`config.mk`:
```
export PLATFORM = sky130hd
export DESIGN_NAME = step_sequencer_flat
export DESIGN_NICKNAME = d
export VERILOG_FILES = /design/src/rtl/seq_pkg.sv /design/src/rtl/step_sequencer_if.sv /design/src/rtl/step_tick_gen.sv /design/src/rtl/step_sequencer.sv /design/src/flat_wrapper.sv
export SDC_FILE = /design/constraint.sdc
export NUM_CORES = 1
export LEC_CHECK = 0
export BUFFER_PORTS_ARGS = -buffer_cell sky130_fd_sc_hd__buf_2
export CAP_MARGIN = 40
export CORE_MARGIN = 2
export CORE_UTILIZATION = 45
export DETAILED_ROUTE_END_ITERATION = 10
export PLACE_DENSITY_LB_ADDON = 0.2
export SYNTH_ARGS = -nofsm -noshare
export SYNTH_HDL_FRONTEND = slang
export SYNTH_SLANG_ARGS = --single-unit
```
`constraint.sdc`:
```
create_clock -name clk -period 7.2 [get_ports clk]
set_input_delay 0.72 -clock clk [delete_from_list [all_inputs] [get_ports clk]]
set_output_delay 0.72 -clock clk [all_outputs]
set_load 0.02 [all_outputs]
```
`src/rtl/seq_pkg.sv`:
```
// Shared types, tempo constants and width helpers for the drum step sequencer.
package seq_pkg;

    typedef enum logic {
        IDLE = 1'b0,
        PLAY = 1'b1
    } state_e;

    localparam int              DEF_NUM_CH         = 4;
    localparam int              DEF_NUM_STEPS      = 8;
    localparam longint unsigned DEF_CLK_HZ         = 64'd50_000_000;
    localparam int              DEF_STEPS_PER_BEAT = 2;
    localparam int              DEF_BPM_W          = 8;
    localparam int              DEF_BPM            = 120;

    // Clock cycles per minute: one step fires each time the phase passes this.
    function automatic longint unsigned acc_lim(input longint unsigned clk_hz);
        return clk_hz * 64'd60;
    endfunction

    function automatic longint unsigned max_inc(input int bpm_w, input int steps_per_beat);
        return ((64'd1 << bpm_w) - 64'd1) * longint'(steps_per_beat);
    endfunction

    // Select width for an index over n entries, never narrower than one bit.
    function automatic int index_w(input int n);
        return (n < 2) ? 1 : $clog2(n);
    endfunction

    function automatic int acc_w(input longint unsigned lim, input longint unsigned inc_max);
        return $clog2(lim + inc_max);
    endfunction

    localparam int CH_W  = index_w(DEF_NUM_CH);
    localparam int ST_W  = index_w(DEF_NUM_STEPS);
    localparam int ACC_W = acc_w(acc_lim(DEF_CLK_HZ), max_inc(DEF_BPM_W, DEF_STEPS_PER_BEAT));

endpackage

```
`src/rtl/step_sequencer_if.sv`:
```
// Control, pattern-write and display/trigger bundle of the step sequencer.
interface step_sequencer_if #(
    parameter int NUM_CH    = 4,
    parameter int NUM_STEPS = 8,
    parameter int BPM_W     = 8
);
    import seq_pkg::*;

    localparam int CH_BITS = index_w(NUM_CH);
    localparam int ST_BITS = index_w(NUM_STEPS);

    logic [BPM_W-1:0]   bpm;
    logic               bpm_load;
    logic               start;
    logic               stop;
    logic               wr_en;
    logic [CH_BITS-1:0] wr_ch;
    logic [ST_BITS-1:0] wr_step;
    logic               wr_val;
    logic [ST_BITS-1:0] loop_len;
    logic [NUM_CH-1:0]  mute;
    logic [NUM_CH-1:0]  trig;
    logic [ST_BITS-1:0] step_idx;
    logic               step_tick;
    logic               playing;
    logic [NUM_CH-1:0]  cur_col;

    modport master (
        output bpm, bpm_load, start, stop, wr_en, wr_ch, wr_step, wr_val, loop_len, mute,
        input  trig, step_idx, step_tick, playing, cur_col
    );

    modport slave (
        input  bpm, bpm_load, start, stop, wr_en, wr_ch, wr_step, wr_val, loop_len, mute,
        output trig, step_idx, step_tick, playing, cur_col
    );

endinterface

```
`src/rtl/step_tick_gen.sv`:
```
// Exact phase accumulator: adds inc every running cycle and fires on each wrap past ACC_LIM.
module step_tick_gen #(
    parameter int              ACC_W   = 13,
    parameter longint unsigned ACC_LIM = 64'd6000
) (
    input  logic             clk,
    input  logic             reset,
    input  logic             run,
    input  logic             clear,
    input  logic [ACC_W-1:0] inc,
    output logic             fire
);
    localparam logic [ACC_W:0] LIM = (ACC_W + 1)'(ACC_LIM);

    logic [ACC_W-1:0] acc_q;
    logic [ACC_W-1:0] acc_d;
    logic [ACC_W:0]   sum;

    // The remainder is carried over on a fire, so tempo is exact without a divider.
    always_comb begin
        sum   = {1'b0, acc_q} + {1'b0, inc};
        fire  = 1'b0;
        acc_d = acc_q;
        if (clear) begin
            acc_d = '0;
        end else if (run) begin
            if (sum >= LIM) begin
                fire  = 1'b1;
                acc_d = ACC_W'(sum - LIM);
            end else begin
                acc_d = sum[ACC_W-1:0];
            end
        end
    end

    always_ff @(posedge clk) begin
        if (reset) begin
            acc_q <= '0;
        end else begin
            acc_q <= acc_d;
        end
    end

endmodule

```
`src/rtl/step_sequencer.sv`:
```
// N-channel, M-step drum pattern sequencer: pattern grid, play/idle control and
// step counter; step timing comes from step_tick_gen.
module step_sequencer
    import seq_pkg::*;
#(
    parameter int              NUM_CH         = DEF_NUM_CH,
    parameter int              NUM_STEPS      = DEF_NUM_STEPS,
    parameter longint unsigned CLK_HZ         = DEF_CLK_HZ,
    parameter int              STEPS_PER_BEAT = DEF_STEPS_PER_BEAT,
    parameter int              BPM_W          = DEF_BPM_W,
    parameter int              DEFAULT_BPM    = DEF_BPM
) (
    input  logic            clk,
    input  logic            reset,
    step_sequencer_if.slave bus
);
    localparam int              CH_BITS  = index_w(NUM_CH);
    localparam int              ST_BITS  = index_w(NUM_STEPS);
    localparam longint unsigned ACC_LIM  = acc_lim(CLK_HZ);
    localparam longint unsigned MAX_INC  = max_inc(BPM_W, STEPS_PER_BEAT);
    localparam int              ACC_BITS = acc_w(ACC_LIM, MAX_INC);

    if (MAX_INC >= ACC_LIM) begin : g_inc_check
        $error("step_sequencer: maximum tempo increment must stay below CLK_HZ*60");
    end

    state_e              state_q;
    logic [ST_BITS-1:0]  step_q;
    logic [NUM_CH-1:0]   trig_q;
    logic                tick_q;
    logic [BPM_W-1:0]    active_bpm_q;
    logic [NUM_STEPS-1:0] pat_q [NUM_CH];

    logic [ST_BITS-1:0]  eff_len_d;
    logic [ST_BITS-1:0]  next_step_d;
    logic [NUM_CH-1:0]   col_cur;
    logic [NUM_CH-1:0]   col_next;
    logic [NUM_CH-1:0]   col_first;
    logic [ACC_BITS-1:0] inc;
    logic                fire;

    assign inc = ACC_BITS'(active_bpm_q) * ACC_BITS'(STEPS_PER_BEAT);

    step_tick_gen #(
        .ACC_W   (ACC_BITS),
        .ACC_LIM (ACC_LIM)
    ) u_tick_gen (
        .clk   (clk),
        .reset (reset),
        .run   (state_q == PLAY),
        .clear (bus.start | bus.stop),
        .inc   (inc),
        .fire  (fire)
    );

    // A loop length beyond the grid is clamped to the last stored step.
    always_comb begin
        if ({1'b0, bus.loop_len} > (ST_BITS + 1)'(NUM_STEPS - 1)) begin
            eff_len_d = ST_BITS'(NUM_STEPS - 1);
        end else begin
            eff_len_d = bus.loop_len;
        end
        next_step_d = (step_q >= eff_len_d) ? '0 : step_q + ST_BITS'(1);
        col_cur     = '0;
        col_next    = '0;
        col_first   = '0;
        for (int c = 0; c < NUM_CH; c++) begin
            col_cur[c]   = pat_q[c][step_q];
            col_next[c]  = pat_q[c][next_step_d];
            col_first[c] = pat_q[c][0];
        end
    end

    // Only encodable in-range (channel, step) pairs match, so stray addresses write nothing.
    always_ff @(posedge clk) begin
        if (reset) begin
            for (int c = 0; c < NUM_CH; c++) begin
                pat_q[c] <= '0;
            end
        end else if (bus.wr_en) begin
            for (int c = 0; c < NUM_CH; c++) begin
                for (int s = 0; s < NUM_STEPS; s++) begin
                    if (bus.wr_ch == CH_BITS'(c) && bus.wr_step == ST_BITS'(s)) begin
                        pat_q[c][s] <= bus.wr_val;
                    end
                end
            end
        end
    end

    always_ff @(posedge clk) begin
        if (reset) begin
            state_q      <= IDLE;
            step_q       <= '0;
            trig_q       <= '0;
            tick_q       <= 1'b0;
            active_bpm_q <= BPM_W'(DEFAULT_BPM);
        end else begin
            if (bus.bpm_load) begin
                active_bpm_q <= bus.bpm;
            end
            trig_q <= '0;
            tick_q <= 1'b0;
            if (bus.stop) begin
                state_q <= IDLE;
                step_q  <= '0;
            end else if (bus.start) begin
                state_q <= PLAY;
                step_q  <= '0;
                tick_q  <= 1'b1;
                trig_q  <= col_first & ~bus.mute;
            end else if (fire) begin
                step_q <= next_step_d;
                tick_q <= 1'b1;
                trig_q <= col_next & ~bus.mute;
            end
        end
    end

    assign bus.trig      = trig_q;
    assign bus.step_idx  = step_q;
    assign bus.step_tick = tick_q;
    assign bus.playing   = (state_q == PLAY);
    assign bus.cur_col   = col_cur;

endmodule

```
`src/flat_wrapper.sv`:
```
// flat-port wrapper written by rule: the top's interface ports become plain ports
module step_sequencer_flat import seq_pkg::*;
#(
    parameter int              NUM_CH         = DEF_NUM_CH,
    parameter int              NUM_STEPS      = DEF_NUM_STEPS,
    parameter longint unsigned CLK_HZ         = DEF_CLK_HZ,
    parameter int              STEPS_PER_BEAT = DEF_STEPS_PER_BEAT,
    parameter int              BPM_W          = DEF_BPM_W,
    parameter int              DEFAULT_BPM    = DEF_BPM
)
  (clk, reset, bus_bpm, bus_bpm_load, bus_start, bus_stop, bus_wr_en, bus_wr_ch, bus_wr_step, bus_wr_val, bus_loop_len, bus_mute, bus_trig, bus_step_idx, bus_step_tick, bus_playing, bus_cur_col);
  step_sequencer_if #(.NUM_CH(NUM_CH), .NUM_STEPS(NUM_STEPS), .BPM_W(BPM_W)) bus_i ();
  input  logic clk;
  input  logic reset;
  input wire logic [$bits(bus_i.bpm)-1:0] bus_bpm;
  input wire logic [$bits(bus_i.bpm_load)-1:0] bus_bpm_load;
  input wire logic [$bits(bus_i.start)-1:0] bus_start;
  input wire logic [$bits(bus_i.stop)-1:0] bus_stop;
  input wire logic [$bits(bus_i.wr_en)-1:0] bus_wr_en;
  input wire logic [$bits(bus_i.wr_ch)-1:0] bus_wr_ch;
  input wire logic [$bits(bus_i.wr_step)-1:0] bus_wr_step;
  input wire logic [$bits(bus_i.wr_val)-1:0] bus_wr_val;
  input wire logic [$bits(bus_i.loop_len)-1:0] bus_loop_len;
  input wire logic [$bits(bus_i.mute)-1:0] bus_mute;
  output wire logic [$bits(bus_i.trig)-1:0] bus_trig;
  output wire logic [$bits(bus_i.step_idx)-1:0] bus_step_idx;
  output wire logic [$bits(bus_i.step_tick)-1:0] bus_step_tick;
  output wire logic [$bits(bus_i.playing)-1:0] bus_playing;
  output wire logic [$bits(bus_i.cur_col)-1:0] bus_cur_col;
  assign bus_i.bpm = bus_bpm;
  assign bus_i.bpm_load = bus_bpm_load;
  assign bus_i.start = bus_start;
  assign bus_i.stop = bus_stop;
  assign bus_i.wr_en = bus_wr_en;
  assign bus_i.wr_ch = bus_wr_ch;
  assign bus_i.wr_step = bus_wr_step;
  assign bus_i.wr_val = bus_wr_val;
  assign bus_i.loop_len = bus_loop_len;
  assign bus_i.mute = bus_mute;
  assign bus_trig = bus_i.trig;
  assign bus_step_idx = bus_i.step_idx;
  assign bus_step_tick = bus_i.step_tick;
  assign bus_playing = bus_i.playing;
  assign bus_cur_col = bus_i.cur_col;
  step_sequencer #(.NUM_CH(NUM_CH), .NUM_STEPS(NUM_STEPS), .CLK_HZ(CLK_HZ), .STEPS_PER_BEAT(STEPS_PER_BEAT), .BPM_W(BPM_W), .DEFAULT_BPM(DEFAULT_BPM)) u_core (.clk(clk), .reset(reset), .bus(bus_i));
endmodule
```
After elaboration in Yosys (flattened, before gate mapping):

Memories as Yosys holds them, arrays and structs flattened.
Index checks and enable logic that the tools add are counted.

* add/sub/neg operators: 3
* $lt $le $gt $ge: 4
* equal/unequal tests: 10
* muxes and demuxes: 187
* bitwise operators: 36
* reduce and logical (&&, ||, !) cells: 37

Operators by type and width (count)
* $mux 1: 175
* $add 32x9->33: 1
* $ge 33x32->1 const B: 1
* $or 1x1->1: 33
* $logic_and 1x1->1: 32
* $mux 32: 1
* $sub 32x32->32 const B: 1
* $bmux 1 s3: 8
* $eq 3x3->1 const B: 4
* $and 4x4->4: 2
* $lt 3x4->1 const B: 2
* $mux 4: 2
* $eq 3x2->1 const B: 2
* $eq 2x2->1 const B: 2
* $not 4->4: 1
* $reduce_or 2->1: 2
* $add 3x1->3 const B: 1
* $eq 3x1->1 const B: 1
* $ge 3x3->1: 1
* $logic_not 3->1: 1
* $mux 3: 1
* $reduce_or 3->1: 1
* $eq 2x1->1 const B: 1
* $logic_not 2->1: 1

* flip-flop bits (word level): 49
* RAM bits: 32
* bits of input ports: 27
* output and inout port bits: 13
* memories: 1

Memories
* u_core.pat_q: words 4, bits a word 8, read ports 4, clocked after Yosys merged registers in 0, write ports 4, RTL line step_sequencer.sv:32 `logic [NUM_STEPS-1:0] pat_q [NUM_CH];`

Longest topological paths before layout:

* depth in word-level cells: 7
* gate-level depth with buffers: 18
* mapped depth without buffers: 17

By module:

From an unflattened synthesis, not the netlist that was laid out.

* cells, all modules: 799
* area, all modules: 6909.1 µm²

By module, submodules not included
* step_tick_gen: times used 1, cells an instance 546, area an instance 4072.7 µm², seq. area each 640.6 µm²
* step_sequencer: times used 1, cells an instance 253, area an instance 2836.5 µm², seq. area each 1301.2 µm²

Worst setup path before layout:

Ideal clock, no wire load.

* path kind: reg2reg
* from: register u_core.u_tick_gen.acc_q[1]
* to: register u_core.u_tick_gen.acc_q[16]
* arrival: 3.646 ns
* required time: 7.133 ns
* setup slack: 3.487 ns
* cell stages (with the launch flop): 16
* clock period less this slack: 3.713 ns
* path through: dfxtp_1 ha_1 inv_1 fa_1 nand2b_1 a21oi_2 o21ai_2 or3_1 xnor2_1 o21a_1 or3_4 a31oi_4 a21oi_4 or3_1 a31o_1 a21oi_2

* cells in the longest elaborated chain, start to end: 3

RTL lines
* start: declaration: RTL line step_tick_gen.sv:15 `logic [ACC_W-1:0] acc_q;`
* start signal: assignment: RTL line step_tick_gen.sv:38 `acc_q <= '0;`
* start signal: assignment: RTL line step_tick_gen.sv:40 `acc_q <= acc_d;`
* $add 32x9->33 (*): RTL line step_tick_gen.sv:21 `sum = {1'b0, acc_q} + {1'b0, inc};`
* $sub 32x32->32 / $ge 33x32->1 (equally long branches): RTL line step_tick_gen.sv:29, step_tick_gen.sv:27
* $mux 32 (*): RTL line step_tick_gen.sv:27 `if (sum >= LIM) begin`

Mark *: on every way between the ends. The rest lies on a longest branch, timed or not.
A chain may end at the register's enable or synchronous reset.

Worst setup path in the final report:

* from: register u_core.active_bpm_q[0]
* to: register u_core.trig_q[3] (netlist: u_core.bus.trig[3])

* cells in the longest elaborated chain, start to end: 7

RTL lines
* start: declaration: RTL line step_sequencer.sv:31 `logic [BPM_W-1:0] active_bpm_q;`
* start signal: assignment: RTL line step_sequencer.sv:97 `active_bpm_q <= BPM_W'(DEFAULT_BPM);`
* start signal: assignment: RTL line step_sequencer.sv:100 `active_bpm_q <= bus.bpm;`
* $add 32x9->33: RTL line step_tick_gen.sv:21
* $ge 33x32->1: RTL line step_tick_gen.sv:27
* $mux 1: RTL line step_tick_gen.sv:27
* $mux 1: RTL line step_tick_gen.sv:26 `end else if (run) begin`
* $mux 1: RTL line step_tick_gen.sv:24 `if (clear) begin`
* $mux 4: RTL line step_sequencer.sv:112 `end else if (fire) begin`
* $mux 4: RTL line step_sequencer.sv:107 `end else if (bus.start) begin`
* end signal: assignment: RTL line step_sequencer.sv:111 `trig_q <= col_first & ~bus.mute;`
* end signal: assignment: RTL line step_sequencer.sv:115 `trig_q <= col_next & ~bus.mute;`
* end: declaration: RTL line step_sequencer.sv:29 `logic [NUM_CH-1:0] trig_q;`

No other way between the ends.

==> summary.md <==
| Metric | Value |
|---|---|
| Slew Limit Fails | `0` |
| Max-Cap Viols | `0` |
| CP Max Fanout | `19` |
| Full die area | `~14000 um^2` |
| First-pass GRT wire length | `24.61 mm` |
| Worst hold path class | `reg2reg` |
| Post-Synth Simple-Gate Area | `0.2500` |
| Final Util | `0.5017` |
| Syn avg cell area | `8.447 um^2` |
| Initial drt markers | `426` |
| CP top delay family | `simple AND/OR/NAND/NOR gates` |
| CP Data Required Time | `7.43 ns` |
| Worst skew pair latency | `0.35 ns` |
| CTS buffer count | `9` |
| Max Clk Rate | `0.2169 GHz` |
| Layout area overhead | `8.291%` |
| Worst slew pin tran | `between 0.8 and 0.9 ns` |
| Port Buffers | `39` |
| Peak supply drop | `0.1324 mV` |
| Postcts setup bufs | `0` |
| WL/cell | `16.81 um` |
| Synth Area in Compound Gates | `0.2123` |
| Clk sink count | `80` |
| CTS tree | `yes` |
| Core Box Area | `between 10000 and 15000 um^2` |
| Final setup viols | `0` |
| Adder-cell share of the synthesized area | `0.03112` |
| Resize count post-CTS | `0` |
| Initial antenna violation count | `0` |
| ANT nets after route | `0` |
| RSZ-0062 raised after global routing | `false` |
| Sw Share | `0.2537` |
| Crit. End Element | `flip-flop` |
| Vias in the first global route | `4916` |
| Slew Limit Headroom | `0.4028` |
| EDFF count, synth | `32` |
| Commonest non-fill, non-tap cell in the layout | `nor2_1` |
| Post-Route Setup TNS | `0 ns` |
| Clk root buf | `clkbuf_16` |
| Post-synthesis net count | `736` |
| Critical path buffers and inverters | `1` |
| Drt pass-1 iters | `5` |
| CP most frequent cell | `nand2_1` |
| Post-DP HPWL | `between 10 and 15 mm` |
| Fin crit share | `0.6404` |
| Final worst path period need | `4.611 ns` |
| Final #Nets | `736` |
| Routed via count | `5138` |
| Power Density | `159.3 nW/um^2` |
| Largest net degree at the start of global routing | `44` |
| Post-Synth XOR/XNOR Area | `0.04625` |
| RD Place Congestion | `roughly 0.85` |
| Async set-or-reset flop fraction in the synthesized netlist | `0` |
| Largest family of logic cells by synthesized area | `simple AND/OR/NAND/NOR gates` |
| Number of synthesis warnings | `0` |
| Critical path class | `reg2reg` |
| Fraction of layout instances using a drive strength above 1 | `0.1500` |
| H-tree depth | `3` |
| Flop pwr share | `0.488` |
| Sequential cell area | `1922 um^2` |
| CP max stage delay | `0.51 ns` |
| GRT Overall Usage | `0.2163` |
| Critical Path AT | `4.84 ns` |
| P_leak | `~2.2 nW` |
| Area of the multi-input gates | `3654 um^2` |
| GRT Residual Overflow | `0` |
| Residual DRC | `0` |
| Filler instances | `1248` |
| Comb power frac | `0.090` |
| Row cnt | `slightly above 40` |
| Die W | `approximately 120 um` |
| Most frequent cells in the layout | `78 x nor2_1, 64 x nand2_1, 48 x dfxtp_1, 39 x buf_2, 35 x a21oi_1` |
| Final wirelength | `14.66 mm` |
| Number of buffers inserted by hold repair at cts | `0` |
| Mapped Cells | `~700` |
| Initial core utilization | `0.4633` |
| Pint | `0.0007559 W` |
| Worst-case clock buffer depth | `2` |
| CP Cell Sequence | `ha_1 > inv_1 > fa_1 > nand2b_1 > a21oi_2 > o21ai_2 > nor2_1 > nand2_1 > nor4_1 > o21ai_0 > o311a_1 > a21oi_4 > nand2_1 > or3_1 > a211oi_1` |
| Status | `finished clean` |
| Slowest cell on crit path | `a21oi_4` |
| Die Ht | `118.2 um` |
| Sequential area share after synthesis | `0.3274` |
| P_sw | `0.0002569 W` |
| Antenna diodes | `0` |
| Clk pin slew, worst setup/hold paths | `0.06 ns` |
| Final hold viol count | `0` |
| Distinct cells, synth | `76` |
| Clock Power Share | `0.422` |
| IO Pins | `40` |
| Vias/cell | `5.892` |
| FF+latch count, synth | `80` |
| Setup crit start kind | `flip-flop` |
| Most used DFF post-synth | `dfxtp_1` |
| Synth Cell Area | `5871 um^2` |
| Mux contribution to synthesized area | `0.08269` |
| Worst Skew | `0.01209 ns` |
## per-layer routing
metal / GRT usage / up-vias / part of all wire
li1: - / 2511 / -
met3: 0.03330 / 20 / 0.043
met5: 0 / - / 0
met4: 0.1032 / 0 / 0.022
met2: 0.3454 / 135 / 0.48
met1: 0.2861 / 2472 / 0.45
## path summary, 6_finish.rpt
path | cells past startpoint | slack (ns) | start | to
worst max-delay path | 15 | 2.59 | u_core.active_bpm_q[0]$_SDFFE_PP0P_ | u_core.bus.trig[3]$_SDFF_PP0_
worst min register to register | 2 | 0.51 | u_core.u_tick_gen.acc_q[5]$_SDFFE_PP0P_ | u_core.u_tick_gen.acc_q[5]$_SDFFE_PP0P_
worst min-delay path | 2 | 0.51 | u_core.u_tick_gen.acc_q[5]$_SDFFE_PP0P_ | u_core.u_tick_gen.acc_q[5]$_SDFFE_PP0P_
worst max register to register | 15 | 2.59 | u_core.active_bpm_q[0]$_SDFFE_PP0P_ | u_core.bus.trig[3]$_SDFF_PP0_
## metrics by stage
stage	instance area [um^2]	worst slack [ns]	total power, W	instances	hold slack [ns]
2_1_floorplan	5871	3.487	0.0005667	695	0.4634
3_3_place_gp	6080	2.695	0.0005913	855	0.4789
3_5_place_dp	6091	2.623	0.0005950	856	0.4972
4_1_cts	6357	2.627	0.001021	872	0.5079
5_1_grt	6357	2.274	0.001052	872	0.5227
6_report	6357	2.589	0.001013	872	0.5052
## kinds of logic after synthesis
group / count (synthesis)
multiplexers: 38
adder cells (fa/ha/maj): 14
AND/OR/NAND/NOR: 289
AO/OA/AOI/OAI: 170
buffers and inverters: 73
XOR/XNOR: 31
flip-flops: 80
## worst min-delay path, stage by stage, from the launching register on
cell,delay (ns)
dfxtp_1,0.33
mux2i_1,0.07
nor2_1,0.07
## cell usage after synthesis (9+ instances only)
library cell,n,area (um^2)
mux2i_1,26,260.3
a211oi_1,22,165.2
or2_2,9,56.30
edfxtp_1,32,960.9
nor2_1,78,292.8
xor2_1,13,113.9
or3_1,12,75.07
nand2b_1,10,62.56
ha_1,13,162.7
dfxtp_1,48,960.9
nand3_1,19,95.09
o21bai_1,32,240.2
nand2_1,64,240.2
nor3_1,13,65.06
clkbuf_1,42,157.7
o21ai_0,16,80.08
a31oi_1,9,56.30
xnor2_1,18,157.7
nand4_1,15,93.84
a21oi_1,35,175.2
inv_1,19,71.32
nor2b_1,11,68.82
and3_1,21,131.4
## state kept, by name (all words and copies together) (netlist names)
| register | flops |
|---|---|
| u_core.bus.playing | 1 |
| u_core.pat_q | 32 |
| u_core.bus.step_idx | 3 |
| u_core.active_bpm_q | 8 |
| u_core.bus.trig | 4 |
| u_core.bus.step_tick | 1 |
| u_core.u_tick_gen.acc_q | 31 |
## cell type report
class / instances / share of cell area
flip-flops and latches: 80 / 0.3023
multi-input cells: 542 / 0.5747
clock buffers: 11 / 0.03661
well taps: 172 / 0.03385
repair buffers: 43 / 0.03602
inverters: 19 / 0.01122
clock inverters: 5 / 0.005314
## power by group through the flow
stage	registers, W	clock network (W)	logic (W)
floorplan	0.000501	0	0.0000658
global placement	0.000504	0	0.0000877
detailed placement	0.000504	0	0.0000908
CTS	0.000494	0.000436	0.0000910
global route	0.000496	0.000455	0.000101
finish	0.000494	0.000428	0.0000909
(Power assumes the default switching activity.)
